===== src/rtl/multicycle_main_control.sv =====
// Main control FSM for the multicycle MIPS datapath: walks each instruction
// through fetch/decode/execute/memory/writeback and decodes every datapath control.
module multicycle_main_control #(
  parameter int          STATE_W  = 4,
  parameter logic [5:0]  OP_RTYPE = 6'b000000,
  parameter logic [5:0]  OP_LW    = 6'b100011,
  parameter logic [5:0]  OP_SW    = 6'b101011,
  parameter logic [5:0]  OP_BEQ   = 6'b000100,
  parameter logic [5:0]  OP_J     = 6'b000010,
  parameter logic [5:0]  OP_ADDI  = 6'b001000
) (
  input  logic               clk,
  input  logic               reset,
  input  logic [5:0]         opcode,
  input  logic               mem_ready,
  output logic               PCWrite,
  output logic               PCWriteCond,
  output logic               IorD,
  output logic               MemRead,
  output logic               MemWrite,
  output logic               MemtoReg,
  output logic               IRWrite,
  output logic [1:0]         PCSource,
  output logic [1:0]         ALUOp,
  output logic               ALUSrcA,
  output logic [1:0]         ALUSrcB,
  output logic               RegWrite,
  output logic               RegDst,
  output logic               illegal_op,
  output logic [STATE_W-1:0] state
);

  typedef enum logic [STATE_W-1:0] {
    FETCH   = STATE_W'(0),
    DECODE  = STATE_W'(1),
    MEMADR  = STATE_W'(2),
    MEMRD   = STATE_W'(3),
    MEMWB   = STATE_W'(4),
    MEMWR   = STATE_W'(5),
    EXECUTE = STATE_W'(6),
    ALUWB   = STATE_W'(7),
    BRANCH  = STATE_W'(8),
    JUMP    = STATE_W'(9),
    ADDIEX  = STATE_W'(10),
    ADDIWB  = STATE_W'(11)
  } state_t;

  state_t state_q, state_d;

  always_ff @(posedge clk or posedge reset) begin
    if (reset) state_q <= FETCH;
    else       state_q <= state_d;
  end

  assign state = state_q;

  // Memory handshake: the controller holds the access strobes steady in FETCH,
  // MEMRD and MEMWR; a cycle with mem_ready=1 completes the access and lets the
  // FSM advance, a cycle with mem_ready=0 repeats the same state.
  always_comb begin
    state_d     = FETCH;
    PCWrite     = 1'b0;
    PCWriteCond = 1'b0;
    IorD        = 1'b0;
    MemRead     = 1'b0;
    MemWrite    = 1'b0;
    MemtoReg    = 1'b0;
    IRWrite     = 1'b0;
    PCSource    = 2'b00;
    ALUOp       = 2'b00;
    ALUSrcA     = 1'b0;
    ALUSrcB     = 2'b00;
    RegWrite    = 1'b0;
    RegDst      = 1'b0;
    illegal_op  = 1'b0;
    case (state_q)
      FETCH: begin
        MemRead = 1'b1;
        ALUSrcB = 2'b01;
        IRWrite = mem_ready;
        PCWrite = mem_ready;
        state_d = mem_ready ? DECODE : FETCH;
      end
      DECODE: begin
        // Branch target is precomputed here while the opcode is decoded.
        ALUSrcB = 2'b11;
        if (opcode == OP_LW || opcode == OP_SW) state_d = MEMADR;
        else if (opcode == OP_RTYPE)            state_d = EXECUTE;
        else if (opcode == OP_BEQ)              state_d = BRANCH;
        else if (opcode == OP_J)                state_d = JUMP;
        else if (opcode == OP_ADDI)             state_d = ADDIEX;
        else begin
          illegal_op = 1'b1;
          state_d    = FETCH;
        end
      end
      MEMADR: begin
        ALUSrcA = 1'b1;
        ALUSrcB = 2'b10;
        state_d = (opcode == OP_LW) ? MEMRD : MEMWR;
      end
      MEMRD: begin
        MemRead = 1'b1;
        IorD    = 1'b1;
        state_d = mem_ready ? MEMWB : MEMRD;
      end
      MEMWB: begin
        RegWrite = 1'b1;
        MemtoReg = 1'b1;
      end
      MEMWR: begin
        MemWrite = 1'b1;
        IorD     = 1'b1;
        state_d  = mem_ready ? FETCH : MEMWR;
      end
      EXECUTE: begin
        ALUSrcA = 1'b1;
        ALUOp   = 2'b10;
        state_d = ALUWB;
      end
      ALUWB: begin
        RegWrite = 1'b1;
        RegDst   = 1'b1;
      end
      BRANCH: begin
        ALUSrcA     = 1'b1;
        ALUOp       = 2'b01;
        PCWriteCond = 1'b1;
        PCSource    = 2'b01;
      end
      JUMP: begin
        PCWrite  = 1'b1;
        PCSource = 2'b10;
      end
      ADDIEX: begin
        ALUSrcA = 1'b1;
        ALUSrcB = 2'b10;
        state_d = ADDIWB;
      end
      ADDIWB: begin
        RegWrite = 1'b1;
      end
      default: state_d = FETCH;
    endcase
  end

endmodule


===== config.mk =====
export PLATFORM = sky130hd
export DESIGN_NAME = multicycle_main_control
export DESIGN_NICKNAME = d
export VERILOG_FILES = /design/src/rtl/multicycle_main_control.sv
export SDC_FILE = /design/constraint.sdc
export NUM_CORES = 1
export LEC_CHECK = 0
export CELL_PAD_IN_SITES_DETAIL_PLACEMENT = 0
export CELL_PAD_IN_SITES_GLOBAL_PLACEMENT = 1
export CORE_ASPECT_RATIO = 0.9
export CORE_MARGIN = 2
export CORE_UTILIZATION = 27
export DETAILED_ROUTE_END_ITERATION = 8
export GPL_ROUTABILITY_DRIVEN = 0
export HOLD_SLACK_MARGIN = 0.15
export PLACE_DENSITY_LB_ADDON = 0.1
export RECOVER_POWER = 25
export SYNTH_ARGS = -nofsm -noshare
export SYNTH_HDL_FRONTEND = slang
export SYNTH_SLANG_ARGS = --single-unit
export TNS_END_PERCENT = 100

===== constraint.sdc =====
create_clock -name clk -period 2.25 [get_ports clk]
set_input_delay 0.45 -clock clk [delete_from_list [all_inputs] [get_ports clk]]
set_output_delay 0.45 -clock clk [all_outputs]
set_load 0.02 [all_outputs]

==> implementation parameters, run 1 <==
Parameter                              Value

Status
  Run status    completed

Placed design
  Inst Count DP    142
  Post-Place Cell Area    973 µm²
  PortBufs    29
  Post-placement setup slack    -198 ps
  Hpwl dp    1.30 mm

Synthesis
  Post-synth ARST share    100%
  Dominant register cell in the synthesized netlist    dfrtp_1
  Synth area leaders    dfrtp_1 18%, nand2b_1 6.9%, nor2_1 6.9%
  Post-synth cell types    36
  Count of warnings emitted by yosys    0
  Cells after Synth    74
  Mean area per synthesized cell    7.34 µm²
  Net count after synthesis    83
  Most used standard cells in the synthesized netlist    10 x nor2_1, 6 x nand2b_1, 5 x nand2_1, 5 x nor3_1
  Most frequent cell after synthesis    nor2_1
  Portion of synthesized cell area occupied by the leading cell type    18.4%
  Synth Register Bits    4
  Sequential element share of the synthesized area    18.4%
  Total standard cell area after synthesis    543 µm²
  Count of flip-flops with a built-in enable after synthesis    0
  Cell type with the highest aggregate area in the netlist    dfrtp_1

Worst hold path
  Worst hold path class    primary input to asynchronous set/reset pin

Global routing
  All-Layer GR Usage    15.9%
  Overall overflow remaining after global route    0
  First-pass GRT wire length    2.83 mm
  Via count of the first global-routing pass    629
  Number of antenna violations at the first check in global routing    0
  Maximum number of pins on one net before global-route repair    10

Floorplanning
  Number of placed I/O pins    30
  Placeable core region    1910 µm²
  Initial standard-cell utilization of the core    28.4%
  Die height    46.5 µm
  Die outline width    51.3 µm
  Die footprint    2390 µm²
  Row Count    15

Drt
  DR pass1 iterations    4
  Routed wire length    1.68 mm
  Violation count after the first detailed-routing iteration    11
  Routed Antenna Nets    0
  Total via count after detailed routing    689
  Wirelength per Cell    11.6 µm
  DR DRC count    0
  Via/cell ratio    4.75

Job
  Max-cap violation count    0

Setup path
  Top Family by Delay on Critical Path    buffers and inverters
  Worst-path maximum fanout    4
  Data arrival at the endpoint of the critical path    1700 ps
  Nature of the critical path endpoint    output port
  Delay contributed by the slowest stage of the critical path    600 ps
  Critical path startpoint category    primary input
  Slowest cell on the critical path    dlygate4sd3_1
  Worst Path Buf+Inv    3
  Worst setup path category    primary input to output port
  Data required time of the worst path    1800 ps
  Cell Chain, Critical Path    dlygate4sd3_1 > clkbuf_1 > o311a_1 > clkbuf_2

STA
  Crit path setup slack, layout    98.1 ps
  Setup total negative slack    0 ps
  Final Hold Violating Endpoints    0
  Tightest Pin Transition    242 ps
  Maximum clock rate    0.465 GHz
  Largest clock skew in the final design    1.34 ps
  Final Setup Violations    0
  Final cycle utilization of the critical path    95.6%
  Final slew viol count    0
  Setup repair after global routing missed its margin    no
  Headroom to the max-slew limit    83.6%
  Tmin final    2150 ps
  Worst hold slack after final layout    538 ps

Cells and area
  Fraction of layout instances using a drive strength above 1    26.7%
  Area delta synth->final    82.0%
  Area taken by flip-flops and latches    103 µm²
  Multi-input combinational cell area    393 µm²
  Number of non-filler instances in the completed layout    145
  Number of antenna diodes    0
  Net count, final    131
  Fillers    207
  Post-route cell area    988 µm²
  Max FFs per register    4

Clocking
  Clock sink count    4
  Setup Fix Bufs, Post-CTS    0
  Clock transition at the registers of the reported paths    40 ps
  Number of buffers on the longest clock path    2
  Maximum level of the CTS H-tree    1
  Number of buffers added by the clock tree synthesis step    3
  TritonCTS clock tree    yes
  Clock latency on the worst-skew pair    230 ps
  # hold bufs at CTS    0
  Root Driver    clkbuf_4

Power
  Max rail drop VDD    190 µV
  Pwr/cell area    388 nW/µm²
  Standby leakage power    0.000493 µW
final timing paths:
check,cells after the start,to,from,slack [ps]
worst max-delay path,4,illegal_op,opcode[2],100
worst min register to register,1,state[0]$_DFF_PP0_,state[2]$_DFF_PP0_,680
worst max register to register,5,state[2]$_DFF_PP0_,state[2]$_DFF_PP0_,790
min in group clk,1,state[0]$_DFF_PP0_,state[2]$_DFF_PP0_,680
worst min-delay path,2,state[3]$_DFF_PP0_,reset,540
max in group asynchronous,2,state[0]$_DFF_PP0_,reset,1550
routing by layer:
metal	track usage [%]	routed length [µm]	up-vias
met1	22.4	837	302
li1	-	-	366
met2	24.2	754	19
met3	1.95	74	2
met5	0	0	-
met4	7.89	17	0
final cells by class:
cell class	count	area share [%]
Clock buffer	3	2.28
Sequential cell	4	10.4
Tap cell	25	3.16
Inverter	2	0.759
Multi-Input combinational cell	62	39.7
Timing Repair Buffer	49	43.7
worst reg2reg max path: stages, from the launching register on:
cell,delay [ps]
dfrtp_2,470
buf_4,200
nor4_1,280
a41oi_1,170
a21oi_2,140
o22ai_2,80
timing repair:
item                                    in CTS  in global routing
resized for setup                           10                  8
endpoints found under the setup margin      12                  6
cloned                                       0                  0
power breakdown:
| group | switching [µW] | internal [µW] |
|---|---|---|
| Clock | 28.9 | 59.6 |
| Combinational | 105 | 99.0 |
| Sequential | 12.1 | 78.1 |
through the flow:
stage | util [%] | total power [µW]
after floorplan | - | 203
after global placement | 50.8 | 312
after detailed placement | 50.8 | 312
after CTS | 51.5 | 391
after global routing | 51.6 | 414
final | 51.6 | 383
logic make-up (layout without fill, tap and decap cells):
kind of cell | count (synthesis) | in the layout | synth area share, %
and+or+nand+nor | 41 | 41 | 42.9
muxes | 1 | 1 | 1.84
DFF | 4 | 4 | 18.4
AOI/OAI and AO/OA | 18 | 18 | 24.7
buffers and inverters | 8 | 54 | 8.98
xor gates and xnor gates | 2 | 2 | 3.23
cells in the final DEF (no fill, tap or decap), types with 2 or more instances in the layout:
| cell | count |
|---|---|
| dfrtp_2 | 2 |
| a21oi_1 | 3 |
| dlymetal6s2s_1 | 4 |
| nand3_1 | 3 |
| buf_4 | 19 |
| clkbuf_4 | 3 |
| nand2_1 | 5 |
| nor2_1 | 10 |
| dlygate4sd3_1 | 2 |
| inv_1 | 2 |
| nor4_1 | 2 |
| o21ai_0 | 4 |
| nor3_1 | 4 |
| nand2b_1 | 6 |
| clkdlybuf4s50_1 | 14 |
| dfrtp_1 | 2 |
| dlygate4sd2_1 | 8 |
| or2_1 | 2 |
Power figures use the tool's default switching activity.
==> run 2, diff against run 1 <==
- CAP_MARGIN: unset -> 25
==> results of run 2 <==
No change in the layout: final DEF, timing and power equal those of run 1.
